## src/rtl/nonce_report_queue_pkg.sv

```systemverilog
// nonce_report_pkg: field layout of the 360-bit MISO report word, flag bit
// positions and a packing helper shared by the report queue and its FIFO.
package nonce_report_pkg;

  localparam int         MISO_W   = 360;
  localparam int         ENT_W    = 40;
  localparam int         DIFY_W   = 32;
  localparam logic [7:0] MISO_HDR = 8'hA5;

  // Flag byte bit positions
  localparam int FLG_VALID = 0;
  localparam int FLG_OVF   = 1;
  localparam int FLG_BUSY  = 2;

  // Field LSB offsets inside the MISO word (everything below DIFY_LSB is zero)
  localparam int HDR_LSB  = 352;
  localparam int CNT_LSB  = 344;
  localparam int FLG_LSB  = 336;
  localparam int ENT_LSB  = 296;
  localparam int DIFY_LSB = 264;

  function automatic logic [MISO_W-1:0] pack_word(
    input logic [7:0]        cnt,
    input logic [7:0]        flags,
    input logic [ENT_W-1:0]  entry,
    input logic [DIFY_W-1:0] dify
  );
    logic [MISO_W-1:0] w;
    w                     = '0;
    w[HDR_LSB  +: 8]      = MISO_HDR;
    w[CNT_LSB  +: 8]      = cnt;
    w[FLG_LSB  +: 8]      = flags;
    w[ENT_LSB  +: ENT_W]  = entry;
    w[DIFY_LSB +: DIFY_W] = dify;
    return w;
  endfunction

endpackage

```

## src/rtl/nonce_report_queue_if.sv

```systemverilog
// Bundle of core-side inputs, SPI chip select and report outputs of the
// nonce report queue. master = core/SPI environment, slave = the queue.
interface nonce_report_queue_if
  import nonce_report_pkg::*;
#(
  parameter int DEPTH   = 8,
  parameter int ENTRY_W = 40
);
  localparam int CNT_W = $clog2(DEPTH) + 1;

  logic               cs_n;
  logic               irq;
  logic [ENTRY_W-1:0] id_nonce_in;
  logic [DIFY_W-1:0]  hash_dify_in;
  logic               busy_in;
  logic [MISO_W-1:0]  miso_data;
  logic [CNT_W-1:0]   count;
  logic               overflow;

  modport master (
    output cs_n, irq, id_nonce_in, hash_dify_in, busy_in,
    input  miso_data, count, overflow
  );

  modport slave (
    input  cs_n, irq, id_nonce_in, hash_dify_in, busy_in,
    output miso_data, count, overflow
  );
endinterface

```

## src/rtl/nonce_report_queue_fifo.sv

```systemverilog
// report_fifo: pointer/count FIFO with a combinational head view.
// Push and pop may happen in the same cycle; a push into a full FIFO only
// succeeds when a pop frees the slot in that same cycle.
module report_fifo #(
  parameter int DEPTH   = 8,
  parameter int ENTRY_W = 40
) (
  input  logic                     clk,
  input  logic                     reset_n,
  input  logic                     i_push,
  input  logic [ENTRY_W-1:0]       i_din,
  input  logic                     i_pop,
  output logic [ENTRY_W-1:0]       o_head,
  output logic [$clog2(DEPTH):0]   o_count,
  output logic                     o_full,
  output logic                     o_empty
);
  localparam int AW = $clog2(DEPTH);

  logic [ENTRY_W-1:0] r_mem [DEPTH];
  logic [AW-1:0]      r_wr_ptr;
  logic [AW-1:0]      r_rd_ptr;
  logic [AW:0]        r_count;
  logic               w_pop_ok;
  logic               w_push_ok;

  assign o_full    = (r_count == (AW+1)'(DEPTH));
  assign o_empty   = (r_count == '0);
  assign w_pop_ok  = i_pop & ~o_empty;
  assign w_push_ok = i_push & (~o_full | w_pop_ok);
  assign o_head    = r_mem[r_rd_ptr];
  assign o_count   = r_count;

  // Storage write; contents need no reset since count gates visibility
  always_ff @(posedge clk) begin
    if (w_push_ok) r_mem[r_wr_ptr] <= i_din;
  end

  // Pointer and occupancy update; pointers wrap naturally at DEPTH
  always_ff @(posedge clk or negedge reset_n) begin
    if (!reset_n) begin
      r_wr_ptr <= '0;
      r_rd_ptr <= '0;
      r_count  <= '0;
    end else begin
      if (w_push_ok) r_wr_ptr <= r_wr_ptr + 1'b1;
      if (w_pop_ok)  r_rd_ptr <= r_rd_ptr + 1'b1;
      case ({w_push_ok, w_pop_ok})
        2'b10:   r_count <= r_count + 1'b1;
        2'b01:   r_count <= r_count - 1'b1;
        default: r_count <= r_count;
      endcase
    end
  end

endmodule

```

## src/rtl/nonce_report_queue.sv

```systemverilog
// nonce_report_queue: captures core results on rising irq into a FIFO and
// loads one entry per SPI frame (synced cs_n falling edge) into the 360-bit
// MISO word together with occupancy, flags and the difficulty echo.
// Optional feature macro: NONCE_DEDUP_EN (discard a push equal to the last
// successfully written entry).
module nonce_report_queue
  import nonce_report_pkg::*;
#(
  parameter int DEPTH   = 8,
  parameter int ENTRY_W = 40
) (
  input  logic                 clk,
  input  logic                 reset_n,
  nonce_report_queue_if.slave  bus
);
  localparam int CNT_W = $clog2(DEPTH) + 1;

  logic               r_cs_sync1, r_cs_sync2, r_cs_d;
  logic [1:0]         r_fill;
  logic               r_armed;
  logic               r_frame;
  logic               r_irq_d;
  logic               r_overflow;
  logic [MISO_W-1:0]  r_miso;

  logic               w_cs_fall;
  logic               w_irq_rise;
  logic               w_dup;
  logic               w_push_req;
  logic               w_push_ok;
  logic               w_pop_ok;
  logic               w_drop;
  logic [ENTRY_W-1:0] w_head;
  logic [CNT_W-1:0]   w_count;
  logic [CNT_W-1:0]   w_count_after;
  logic               w_full;
  logic               w_empty;
  logic [7:0]         w_flags;
  logic [ENT_W-1:0]   w_entry;

  // A fall only counts once a real high cs_n has been seen after reset, so a
  // cs_n held low through reset release never starts a frame.
  assign w_cs_fall = r_armed & r_cs_d & ~r_cs_sync2;

  // cs_n synchronizer, arming and registered falling-edge detect
  always_ff @(posedge clk or negedge reset_n) begin
    if (!reset_n) begin
      r_cs_sync1 <= 1'b1;
      r_cs_sync2 <= 1'b1;
      r_cs_d     <= 1'b1;
      r_fill     <= 2'b00;
      r_armed    <= 1'b0;
      r_frame    <= 1'b0;
    end else begin
      r_cs_sync1 <= bus.cs_n;
      r_cs_sync2 <= r_cs_sync1;
      r_cs_d     <= r_cs_sync2;
      r_fill     <= {r_fill[0], 1'b1};
      r_armed    <= r_armed | (r_fill[1] & r_cs_sync2);
      r_frame    <= w_cs_fall;
    end
  end

  assign w_irq_rise = bus.irq & ~r_irq_d;
  assign w_push_req = w_irq_rise & ~w_dup;
  assign w_pop_ok   = r_frame & ~w_empty;
  assign w_push_ok  = w_push_req & (~w_full | w_pop_ok);
  assign w_drop     = w_push_req & ~w_push_ok;

`ifdef NONCE_DEDUP_EN
  logic [ENTRY_W-1:0] r_last;
  logic               r_last_vld;

  assign w_dup = r_last_vld && (bus.id_nonce_in == r_last);

  // Remember the last entry actually written; the valid bit lets an
  // all-zero first entry through once
  always_ff @(posedge clk or negedge reset_n) begin
    if (!reset_n) begin
      r_last     <= '0;
      r_last_vld <= 1'b0;
    end else if (w_push_ok) begin
      r_last     <= bus.id_nonce_in;
      r_last_vld <= 1'b1;
    end
  end
`else
  assign w_dup = 1'b0;
`endif

  report_fifo #(.DEPTH(DEPTH), .ENTRY_W(ENTRY_W)) u_fifo (
    .clk     (clk),
    .reset_n (reset_n),
    .i_push  (w_push_req),
    .i_din   (bus.id_nonce_in),
    .i_pop   (r_frame),
    .o_head  (w_head),
    .o_count (w_count),
    .o_full  (w_full),
    .o_empty (w_empty)
  );

  // Flag byte and entry field for the word being loaded this cycle
  always_comb begin
    w_flags            = '0;
    w_flags[FLG_VALID] = ~w_empty;
    w_flags[FLG_OVF]   = r_overflow;
    w_flags[FLG_BUSY]  = bus.busy_in;
    w_entry            = w_empty ? '0 : ENT_W'(w_head);
    w_count_after      = w_count - {{(CNT_W-1){1'b0}}, w_pop_ok};
  end

  // irq edge history, sticky overflow (set wins over frame clear), word load
  always_ff @(posedge clk or negedge reset_n) begin
    if (!reset_n) begin
      r_irq_d    <= 1'b0;
      r_overflow <= 1'b0;
      r_miso     <= '0;
    end else begin
      r_irq_d    <= bus.irq;
      r_overflow <= w_drop | (r_overflow & ~r_frame);
      if (r_frame)
        r_miso <= pack_word(8'(w_count_after), w_flags, w_entry, bus.hash_dify_in);
    end
  end

  assign bus.miso_data = r_miso;
  assign bus.count     = w_count;
  assign bus.overflow  = r_overflow;

endmodule

```

## src/flat_wrapper.sv

```systemverilog
// flat-port wrapper written by rule: the top's interface ports become plain ports
module nonce_report_queue_flat import nonce_report_pkg::*;
#(
  parameter int DEPTH   = 8,
  parameter int ENTRY_W = 40
)
  (clk, reset_n, bus_cs_n, bus_irq, bus_id_nonce_in, bus_hash_dify_in, bus_busy_in, bus_miso_data, bus_count, bus_overflow);
  nonce_report_queue_if #(.DEPTH(DEPTH), .ENTRY_W(ENTRY_W)) bus_i ();
  input  logic clk;
  input  logic reset_n;
  input wire logic [$bits(bus_i.cs_n)-1:0] bus_cs_n;
  input wire logic [$bits(bus_i.irq)-1:0] bus_irq;
  input wire logic [$bits(bus_i.id_nonce_in)-1:0] bus_id_nonce_in;
  input wire logic [$bits(bus_i.hash_dify_in)-1:0] bus_hash_dify_in;
  input wire logic [$bits(bus_i.busy_in)-1:0] bus_busy_in;
  output wire logic [$bits(bus_i.miso_data)-1:0] bus_miso_data;
  output wire logic [$bits(bus_i.count)-1:0] bus_count;
  output wire logic [$bits(bus_i.overflow)-1:0] bus_overflow;
  assign bus_i.cs_n = bus_cs_n;
  assign bus_i.irq = bus_irq;
  assign bus_i.id_nonce_in = bus_id_nonce_in;
  assign bus_i.hash_dify_in = bus_hash_dify_in;
  assign bus_i.busy_in = bus_busy_in;
  assign bus_miso_data = bus_i.miso_data;
  assign bus_count = bus_i.count;
  assign bus_overflow = bus_i.overflow;
  nonce_report_queue #(.DEPTH(DEPTH), .ENTRY_W(ENTRY_W)) u_core (.clk(clk), .reset_n(reset_n), .bus(bus_i));
endmodule
```

## config.mk

```make
export PLATFORM = sky130hd
export DESIGN_NAME = nonce_report_queue_flat
export DESIGN_NICKNAME = d
export VERILOG_FILES = /design/src/rtl/nonce_report_queue_pkg.sv /design/src/rtl/nonce_report_queue_if.sv /design/src/rtl/nonce_report_queue_fifo.sv /design/src/rtl/nonce_report_queue.sv /design/src/flat_wrapper.sv
export SDC_FILE = /design/constraint.sdc
export NUM_CORES = 1
export LEC_CHECK = 0
export BUFFER_PORTS_ARGS = -buffer_cell sky130_fd_sc_hd__buf_2
export CORE_ASPECT_RATIO = 0.5
export CORE_MARGIN = 5
export CORE_UTILIZATION = 49
export DETAILED_ROUTE_END_ITERATION = 8
export MAX_ROUTING_LAYER = met4
export PLACE_DENSITY = 0.85
export SYNTH_ARGS = -nofsm -noshare
export SYNTH_HDL_FRONTEND = slang
export SYNTH_SLANG_ARGS = --single-unit
```

## constraint.sdc

```tcl
create_clock -name clk -period 5.5 [get_ports clk]
set_input_delay 0.275 -clock clk [delete_from_list [all_inputs] [get_ports clk]]
set_output_delay 0.275 -clock clk [all_outputs]
set_load 0.05 [all_outputs]
```

Word level (Yosys, flattened, before mapping)
Memory sizes are Yosys's and may differ from the RTL's.
Index checks and enable logic that the tools add are counted.
{"block": "classes", "n_addsub": 5, "eq_ne": 3, "mux": 4, "n_bitwise": 17, "n_reduce_logical": 2}
{"cell": "40-bit two-way mux", "count": 1}
{"cell": "1-bit AND", "count": 8}
{"cell": "4-bit one-hot mux with 2 select lines", "count": 1}
{"cell": "3-bit by 1-bit adder with 3-bit output, second input constant", "count": 2}
{"cell": "1-bit inverter", "count": 6}
{"cell": "4-bit by 1-bit adder with 4-bit output, second input constant", "count": 1}
{"cell": "4-bit == test, second input constant", "count": 1}
{"cell": "4-bit zero test", "count": 1}
{"cell": "4-bit by 1-bit subtractor with 4-bit output", "count": 1}
{"cell": "4-bit by 1-bit subtractor with 4-bit output, second input constant", "count": 1}
{"cell": "1-bit bitwise OR", "count": 3}
{"cell": "2-bit by 1-bit == test with 1-bit output, second input constant", "count": 1}
{"cell": "2-bit == test, second input constant", "count": 1}
{"cell": "1-bit two-way mux", "count": 2}
{"cell": "2-bit nonzero test", "count": 1}
{"block": "word_totals", "reg_bits": 99, "mem_bits_rw": 320, "in_bits": 77, "output_inout_bits": 365, "wordCells": 44, "memories": 1}
{"memory": "u_core.u_fifo.r_mem", "depth": 8, "word_bits": 40, "read_ports": 1, "rd_clocked_by_memory_dff": 0, "wr": 1, "line_no": "nonce_report_queue_fifo.sv:20", "rtl": "logic [ENTRY_W-1:0] r_mem [DEPTH];"}

Longest topological paths before layout
Gate-level depths: netlist (run 1).
{"block": "depth", "depth_word": 8, "mapped_depth": 9}

Hierarchy
Synthesis (run 1) repeated with hierarchy kept, for this count alone.
{"block": "hier_totals", "hier_cells": 1099, "hier_area_um2": 18689.2}
{"mod": "report_fifo", "instances": 1, "cells_per_inst": 529, "area_each_um2": 12978.7}
{"mod": "nonce_report_queue", "instances": 1, "cells_per_inst": 570, "area_each_um2": 5710.5}

Worst setup path after synthesis (run 1)
OpenSTA, ideal clock, no wires.
{"block": "synth_timing", "path_type": "flip-flop to flip-flop", "startpoint": "register u_core.u_fifo.r_count[2], in the netlist u_core.u_fifo.o_count[2]", "endpoint": "memory u_core.u_fifo.r_mem[1][0] (enable)", "setup_ns": 0.487, "t_arrival_ns": 4.327, "t_required_ns": 5.013, "path_slack_ns": 0.686, "stages_incl_launch_ff": 6, "n_path_buf": 1, "synth_period_minus_slack_ns": 4.814, "path_cell_list": "dfrtp_1 buf_2 nor3_1 a31oi_1 nand2_1 nor3_1"}
{"block": "synth_between", "elab_chain_len": 7, "word_cells_on_any_way": 9}
{"item": "start: declaration", "line_no": "nonce_report_queue_fifo.sv:23", "rtl": "logic [AW:0] r_count;"}
{"item": "start signal: assignment", "line_no": "nonce_report_queue_fifo.sv:49", "rtl": "2'b10: r_count <= r_count + 1'b1;"}
{"item": "start signal: assignment", "line_no": "nonce_report_queue_fifo.sv:50", "rtl": "2'b01: r_count <= r_count - 1'b1;"}
{"item": "start signal: assignment", "line_no": "nonce_report_queue_fifo.sv:51", "rtl": "default: r_count <= r_count;"}
{"item": "4-bit zero test", "line_no": "nonce_report_queue_fifo.sv:28", "rtl": "assign o_empty = (r_count == '0);"}
{"item": "1-bit inverter", "line_no": "nonce_report_queue_fifo.sv:29", "rtl": "assign w_pop_ok = i_pop & ~o_empty;"}
{"item": "1-bit AND", "line_no": "nonce_report_queue_fifo.sv:29"}
{"item": "1-bit bitwise OR *", "line_no": "nonce_report_queue_fifo.sv:30", "rtl": "assign w_push_ok = i_push & (~o_full | w_pop_ok);"}
{"item": "1-bit AND *", "line_no": "nonce_report_queue_fifo.sv:30"}
{"item": "1-bit two-way mux *", "line_no": "nonce_report_queue_fifo.sv:36", "rtl": "if (w_push_ok) r_mem[r_wr_ptr] <= i_din;"}
{"item": "1-bit two-way mux (implied by the code) *", "line_no": "nonce_report_queue_fifo.sv:36"}
{"item": "end: declaration", "line_no": "nonce_report_queue_fifo.sv:20"}
Mark *: on every way between the ends. The rest lies on a longest branch, timed or not.

Worst setup path after layout (run 1)
{"block": "layout_timing", "startpoint": "register u_core.u_fifo.r_count[2], in the netlist u_core.u_fifo.o_count[2]", "endpoint": "memory u_core.u_fifo.r_mem[5][23] (enable)"}
Same word-level chain as after synthesis.

==> reports/results.ini, run 1 <==
[critical_path]
path_class=reg -> reg
cp-end-kind=register
worstPathCellList=nor3_1 -> a31oi_1 -> nand2_1 -> nor2_4 -> buf_4
slowest_delay_ps=670
crit_path_start=u_core.u_fifo.o_count[2]
crit_buf_inv=1
r2r_cells=5
reg2reg_from=u_core.u_fifo.o_count[2]
critPathSlowestCell=nor2_4
start_kind=register
critical_path.top_delay_family=simple AND/OR/NAND/NOR gates
r2r_slack_ps=2230
worst_ep_arrival_time_ps=3470
cp_max_fo=23
rr_endpoint=u_core.u_fifo.r_mem[5][23]
required_ps=5690

[global_route]
antenna_found_initial=6
use_met1_pct=22.7
globalRoute.totalOverflow=0
grt_pass1_wl_um=58000
grt_max_degree=67
grt_pass1_vias=9136
use_met3_pct=4.02
grtUsageMet2_pct=34.0
grt.busiest_layer=met2
grt.total_usage_pct=19.6

[sta]
hold_viol_final=0
timing.setup.tns_ps=0
grt_setup_unrepaired=no
max_freq_mhz=305
relSlewSlack_pct=27.8
fin_hold_ws_ps=12.5
final.setup_skew_ps=12.6
worstMarginPinSlew_ps=1080
min_period_ps=3270
setup_viol=0
timing.final.crit_share_pct=59.5
slew_violations=0

[final_layout]
layout-drive-gt1-share_pct=28.6
synthToLayoutAreaGrowth_pct=11.1
finalNetCount=1323
final_cell_mix=edfxtp_1 (320), conb_1 (278), buf_2 (163)
final_common_cell=edfxtp_1
layout.cells.non_filler=1757

[placed_design]
gp_congestion=0.779
io_buffers=164
dp_hpwl_um=23000
placedCellCount=1641

[yosys]
synth_warnings=0
synth_ff_type=edfxtp_1
syn_area_um2=17800
synth_edf_count=320
syn_avg_cell_area_um2=17.4
synth.distinct_cells=42
syn_inst=1020
seq_area_frac_synth_pct=68.0
async_flop_share_pct=23.6
ys_ff_latch=419

[pwr]
p_switching_mw=3.53
ir_worst_vdd_mv=0.420
power_frac_comb_pct=30.7
swShare_pct=36.1
p_seq_share_pct=43.0
clkPwrFrac_pct=26.3
p_leak_nw=7.60
p_per_area_nw_per_um2=495
power.internal_mw=6.24

[cts]
clkSinkCount=419
cts_hold_buffers=43
h-tree-depth=2
cts_resized=0
tritoncts=done
cts_buffers=37
clockBufferDepth=3
clk_pin_slew_ps=60
cts_setup_buffers=0
clock_latency_ps=540
cts_root_buf=clkbuf_16

[run_status]
status=finished, final reports clean

[die]
die_h_um=145
die-area_um2=40400
io_pins=442
core_um2=35900
die_w_um=279
initial_core_util_pct=49.6
rows=49

[job]
maxCapViolCount=0

[worst_hold_path]
worstHoldPathCells=1
worstHoldPathType=in -> reg
hold_path_startpoint=bus_id_nonce_in[26]
holdPathEnd=u_core.u_fifo.r_mem[6][26]

[detailed_routing]
drt_iter0_drc=887
wl_per_cell_um=23.3
drtAntennaViolNets=0
viasPerCell=5.20
first_pass_iters=5
drc_errors=0
wirelength_um=40900
vias=9145

[power by group through the flow]
stage	sequential [mW]	clock, mW	combinational, mW
floorplan	4.76	0	1.86
global placement	4.21	0	2.85
detailed placement	4.24	0	2.93
CTS	4.20	2.60	3.00
global route	4.25	2.75	3.14
finish	4.21	2.57	3.00
[routing by layer]
metal | routed length (um) | share of wire (%) | up-vias
li1 | - | - | 3732
met1 | 13500 | 33 | 4709
met2 | 22100 | 54 | 597
met3 | 3660 | 9.0 | 107
met4 | 1540 | 3.8 | 0
met5 | 0 | 0 | -
[synthesized netlist by cell type, types with 2 or more instances]
library cell	n	area [um^2]
and2_1	41	257
inv_1	3	11.3
nor3_1	4	20.0
nand2b_1	4	25.0
conb_1	2	7.51
a21o_1	2	15.0
dfstp_2	3	78.8
dfrtp_1	96	2400
a31oi_1	2	12.5
xor2_1	2	17.5
inv_2	2	7.51
nand2_1	13	48.8
ha_1	6	75.1
xnor2_1	6	52.6
mux2_2	35	394
nor2_1	16	60.1
buf_1	2	7.51
buf_4	280	2100
edfxtp_1	320	9610
buf_6	5	56.3
clkbuf_1	23	86.3
mux4_2	80	1800
buf_2	9	45.0
o21ai_0	3	15.0
a21oi_1	5	25.0
a221o_1	40	400
[worst max path at each step]
stage	endpoint	depth (start not counted)
floorplan	u_core.u_fifo.r_mem[1][0]	5
global placement	u_core.u_fifo.r_mem[5][16]	6
detailed placement	u_core.u_fifo.r_mem[7][16]	5
CTS	u_core.u_fifo.r_mem[7][14]	5
global route	u_core.u_fifo.r_mem[7][5]	5
finish	u_core.u_fifo.r_mem[5][23]	5
[per-stage QoR]
stage               power (mW)  util, %  instance area [um^2]  setup slack, ps
global placement          7.06     50.6                 18100             2540
CTS                       9.80     55.1                 19700             2340
finish                    9.78     55.1                 19800             2230
global route              10.1     55.1                 19800             2060
floorplan                 6.62        -                 18800              686
detailed placement        7.17     50.6                 18100             2460
[final cells by class]
cell class	count	area, um^2
Antenna cell	6	15.0
Timing Repair Buffer	223	1370
Fill cell	2572	16100
Sequential cell	419	12100
Clock inverter	14	138
Tap cell	484	606
Clock buffer	53	1040
Multi-Input combinational cell	553	4470
Inverter	5	18.8
[worst reg2reg max path, delay by kind of cell, from the launching register on]
family                 cells  cell delay (ps)
AND/OR/NAND/NOR            3             1320
flip-flops                 1              560
AO/OA/AOI/OAI              1              560
buffers and inverters      1              490
[logic make-up (layout without fill, tap and decap cells)]
logic type | count (synthesis) | count (layout) | synth area share, %
flip-flops | 419 | 419 | 68.0
buffers and inverters | 324 | 295 | 13.0
multiplexers | 116 | 116 | 12.4
AND/OR/NAND/NOR | 84 | 84 | 2.53
AO/OA/AOI/OAI | 60 | 60 | 3.09
XOR/XNOR | 8 | 8 | 0.394
adder cells (fa/ha/maj) | 7 | 7 | 0.535
other | 2 | 284 | 0.0422
[sequential cells by signal (all words and copies together) (netlist names)]
register,cells
u_core.r_frame,1
u_core.u_fifo.r_mem,320
u_core.bus.miso_data,80
u_core.r_irq_d,1
u_core.bus.overflow,1
u_core.r_fill,2
u_core.u_fifo.o_count,4
u_core.r_cs_d,1
u_core.u_fifo.r_wr_ptr,3
u_core.r_armed,1
u_core.r_cs_sync1,1
u_core.u_fifo.r_rd_ptr,3
u_core.r_cs_sync2,1
Note: power is estimated with default switching activity, not from simulation.
==> run 2: changes to the inputs <==
Settings changed: CORE_UTILIZATION 49 to 48, PLACE_DENSITY 0.85 to 0.87.
Clock period 5.5 ns to 2.8 ns, I/O delays scaled along.
==> run 2 against run 1 <==
Effect of this change: via count increased by 4.0%; global-route usage increased by 1.5 points; sequential power increased by 96%; highest routed layer unchanged; final cell count increased by 2.4%; clock power rose by 100%; hold slack gained 200 ps; critical path depth unchanged; setup slack got worse by 2000 ps; final area is 3.0% higher; first-iteration DRC count increased by 15%.
==> reports/results.ini, run 2 (synthesized netlist as in run 1, its figures left out) <==
[critical_path]
path_class=reg -> reg
cp-end-kind=register
worst_ep_arrival_time_ps=2710
required_ps=2970
worstPathCellList=nand2b_1 -> a31oi_2 -> nand2_1 -> nor2_4 -> buf_4
slowest_delay_ps=470
critPathSlowestCell=buf_4
start_kind=register
cp_max_fo=27

[pwr]
clkPwrFrac_pct=26.2
p_per_area_nw_per_um2=966
p_leak_nw=7.83
ir_worst_vdd_mv=0.544
p_switching_mw=7.20
p_seq_share_pct=42.1
swShare_pct=36.7
power_frac_comb_pct=31.8
power.internal_mw=12.4

[placed_design]
placedCellCount=1652
placed_cell_area_um2=18400
dp_hpwl_um=24400
io_buffers=164
gp_congestion=0.785

[cts]
clk_pin_slew_ps=60
cts_setup_buffers=0
clockBufferDepth=3
clkSinkCount=419
tritoncts=done
clock_latency_ps=560
h-tree-depth=2
cts_buffers=37
cts_root_buf=clkbuf_16

[global_route]
grtUsageMet2_pct=36.7
use_met3_pct=4.26
use_met1_pct=24.0
globalRoute.totalOverflow=0
grt_pass1_wl_um=63800
grt.total_usage_pct=21.1
grt_pass1_vias=9734
antenna_found_initial=4
grt_max_degree=50
grt.busiest_layer=met2

[detailed_routing]
drt_iter0_drc=1021
wirelength_um=43500
drtAntennaViolNets=0
drc_errors=0
vias=9510
wl_per_cell_um=24.2
first_pass_iters=5
viasPerCell=5.28

[sta]
final.setup_skew_ps=33.9
setup_viol=0
relSlewSlack_pct=26.7
timing.final.crit_share_pct=90.8
min_period_ps=2540
worstMarginPinSlew_ps=1100
grt_setup_unrepaired=no
max_freq_mhz=393
hold_viol_final=0
slew_violations=0

[die]
rows=49
die_w_um=282
core_um2=36200
die_h_um=146
die-area_um2=41200
io_pins=442
initial_core_util_pct=49.1

[job]
maxCapViolCount=0

[final_layout]
layout.cells.non_filler=1800
fin_area_um2=20300
finalNetCount=1367
final_common_cell=edfxtp_1
layout-drive-gt1-share_pct=29.3
synthToLayoutAreaGrowth_pct=14.4
largest_register=u_core.u_fifo.r_mem
fill_cells=2517
final_cell_mix=edfxtp_1 (320), conb_1 (278), buf_2 (163)
largest_register_ffs=320

[worst_hold_path]
worstHoldPathType=in -> async

[run_status]
status=finished, final reports clean

==> run 2: critical path: cells and delay by family, from the launching register on <==
family	cells	cell delay, ps
DFF	1	380
AOI/OAI and AO/OA	1	420
buffers and inverters	1	470
and+or+nand+nor	3	910
==> run 2: path summary, 6_finish.rpt <==
check                                      start                         end  slack (ps)  cells past startpoint
worst max-delay path              u_core.r_irq_d  u_core.u_fifo.r_mem[7][32]         260                      5
worst min-delay path                     reset_n   u_core.bus.miso_data[303]         210                      2
worst max register to register    u_core.r_irq_d  u_core.u_fifo.r_mem[7][32]         260                      5
worst min register to register  u_core.r_fill[0]            u_core.r_fill[1]         350                      0
max in group asynchronous                reset_n   u_core.bus.miso_data[326]        1750                      3
min in group clk                         bus_irq              u_core.r_irq_d         280                      2
==> run 2: timing repair <==
| action | in CTS | in global routing |
|---|---|---|
| hold buffers | 76 | 0 |
| gates resized for setup | 0 | 0 |
| hold endpoints to repair | 399 | 0 |
==> run 2: metal layers <==
metal	share of wire [%]	wire length [um]
met5	0	0
met4	4.5	1950
met3	8.9	3880
met2	54	23300
met1	33	14400
==> run 2: through the flow <==
stage                     total power, mW  TNS (ps)  utilization (%)  setup slack, ps  hold slack (ps)
after CTS                            19.7         0             56.1              279              239
after floorplan                      13.0     -9290                -            -46.4             -156
final                                19.6         0             56.1              257              209
after global routing                 20.4         0             56.1              206              264
after detailed placement             14.3         0             50.7              395              233
after global placement               14.1         0             50.7              525              234
==> run 2: cell type report <==
cell class	instances	area [um^2]	area share [%]
Sequential cell	419	12100	59.5
Multi-Input combinational cell	553	4490	22.1
Timing Repair Buffer	267	1900	9.34
Clock buffer	51	1020	5.01
Tap cell	484	606	2.98
Clock inverter	17	198	0.972
Inverter	5	18.8	0.0923
Antenna cell	4	10.0	0.0492
==> run 2: power by group through the flow <==
stage	sequential, mW	combinational (mW)	clock, mW
after floorplan	9.35	3.67	0
after global placement	8.24	5.82	0
after detailed placement	8.31	6.01	0
after CTS	8.26	6.24	5.20
after global routing	8.34	6.51	5.52
final	8.27	6.24	5.14
==> run 3: changes to the inputs <==
Settings changed: CORE_UTILIZATION 48 to 49, MAX_ROUTING_LAYER met4 to unset, PLACE_DENSITY 0.87 to 0.85, SETUP_SLACK_MARGIN set to 0.2.
Clock period 2.8 ns to 2.6 ns, I/O delays scaled along.
==> run 3 against run 2 <==
Effect of this change: sequential power is 7.7% higher; non-clock buffer count increased by 5; total power up 11%; register-to-register slack is essentially flat; clock power up 16%; combinational power up 10%; fmax rose by 9.2%; sequential share of layout area decreased by 0.51 points; highest routed layer unchanged.
==> reports/results.ini, run 3 (synthesized netlist as in run 1, its figures left out) <==
[run_status]
status=finished, final reports clean

[critical_path]
required_ps=3000
cp_max_fo=8
r2r_slack_ps=270
critPathCapture=u_core.u_fifo.o_count[3]
start_kind=register
cp-end-kind=register
path_class=reg -> reg
worst_ep_arrival_time_ps=2730
reg2reg_from=u_core.u_fifo.o_count[1]
r2r_cells=7
crit_path_start=u_core.u_fifo.o_count[1]
rr_endpoint=u_core.u_fifo.o_count[3]

[detailed_routing]
vias=9646
viasPerCell=5.35
first_pass_iters=5
drtAntennaViolNets=0
drc_errors=0
drt_iter0_drc=1045
wl_per_cell_um=25.1
wirelength_um=45300

[cts]
cts_root_buf=clkbuf_16
clkSinkCount=419
cts_setup_buffers=0
clockBufferDepth=3
tritoncts=done
h-tree-depth=2
cts_buffers=37
clk_pin_slew_ps=70
clock_latency_ps=560

[placed_design]
gp_congestion=0.783
dp_hpwl_um=24200
io_buffers=164

[sta]
final.setup_skew_ps=36.7
hold_viol_final=0
timing.final.crit_share_pct=89.6
relSlewSlack_pct=47.6
max_freq_mhz=429
grt_setup_unrepaired=yes
slew_violations=0
min_period_ps=2330
worstMarginPinSlew_ps=786
setup_viol=0

[final_layout]
fill_cells=2549
multi_input_area_um2=4540
final_core_util_pct=57.2
layout-drive-gt1-share_pct=30.3
largest_register_ffs=320
register_area_um2=12100
final_common_cell=edfxtp_1
largest_register=u_core.u_fifo.r_mem
final_cell_mix=edfxtp_1 (320), conb_1 (278), buf_2 (163)
finalNetCount=1372
synthToLayoutAreaGrowth_pct=15.4

[global_route]
grt.total_usage_pct=21.1
antenna_found_initial=3
grt_max_degree=51
grt_pass1_wl_um=63900
globalRoute.totalOverflow=0
grt_pass1_vias=9859

[pwr]
power.total_mw=21.8
clkPwrFrac_pct=27.4
p_switching_mw=7.94
swShare_pct=36.5
p_seq_share_pct=41.0
power_frac_comb_pct=31.6
p_leak_nw=7.93
ir_worst_vdd_mv=0.555
power.internal_mw=13.8
p_per_area_nw_per_um2=1060

[die]
rows=49
die_w_um=279
die-area_um2=40400
initial_core_util_pct=49.6
io_pins=442
core_um2=35900
die_h_um=145

[job]
maxCapViolCount=0

[worst_hold_path]
worstHoldPathType=in -> async

## run 3: cell types whose count changed in the layout (fill, tap and decap cells not counted), sizes merged
cell,change
buf,+5
clkbuf,-5
bufinv,+4
clkinv,+4
clkinvlp,-2
diode,-1
inv,-1
## run 3: how the worst min path moves through the flow
stage | cells after the start | to | slack (ps) | from
floorplan | 0 | u_core.bus.miso_data[264] | -170 | reset_n
global placement | 1 | u_core.bus.miso_data[303] | 250 | reset_n
detailed placement | 1 | u_core.bus.miso_data[302] | 260 | reset_n
CTS | 2 | u_core.bus.miso_data[299] | 230 | reset_n
global route | 2 | u_core.bus.miso_data[299] | 280 | reset_n
finish | 2 | u_core.bus.miso_data[303] | 220 | reset_n
## run 3: final cells by class
class | count | share of cell area, %
sequential | 419 | 59.0
clock buffer | 46 | 4.83
antenna | 3 | 0.0366
timing repair buffer | 272 | 9.62
inverter | 5 | 0.0914
tap | 484 | 2.95
multi-input combinational | 553 | 22.1
clock inverter | 22 | 1.40
## run 3: timing repair
item	CTS	global route
hold buffers	76	0
hold endpoints to repair	401	0
endpoints found under the setup margin	0	2
gates resized for setup	0	2
## run 3: power by group through the flow
stage	Clock, mW	Sequential [mW]	Combinational [mW]
2_1_floorplan	0	10.1	4.03
3_3_place_gp	0	8.89	6.36
3_5_place_dp	0	8.96	6.57
4_1_cts	5.90	8.87	6.78
5_1_grt	6.33	8.98	7.14
6_report	5.97	8.91	6.88
## run 3: metal layers
metal  wire length (um)  track usage, %  vias up
li1                   -               -     3820
met1              14600            24.6     4887
met2              24000            37.7      808
met3               4660            5.55      131
met4               2020            9.42        0
met5                  0               0        -
## run 3: per-stage QoR
| step | hold WS [ps] | area (um^2) | setup TNS (ps) | cells | worst slack, ps |
|---|---|---|---|---|---|
| 5_1_grt | 276 | 20500 | 0 | 1804 | 185 |
| 3_5_place_dp | 256 | 18500 | 0 | 1657 | 299 |
| 2_1_floorplan | -166 | 19000 | -2220 | 1296 | -31.5 |
| 3_3_place_gp | 249 | 18500 | 0 | 1657 | 369 |
| 6_report | 217 | 20500 | 0 | 1804 | 271 |
| 4_1_cts | 229 | 20500 | 0 | 1801 | 243 |
## run 3: critical path: stages, from the launching register on
cell and delay, ps:
dfrtp_2 490, o41ai_4 410, nor2_2 110, ha_1 340
nor2_2 60, or4_1 500, a32oi_1 190, o21ai_1 90
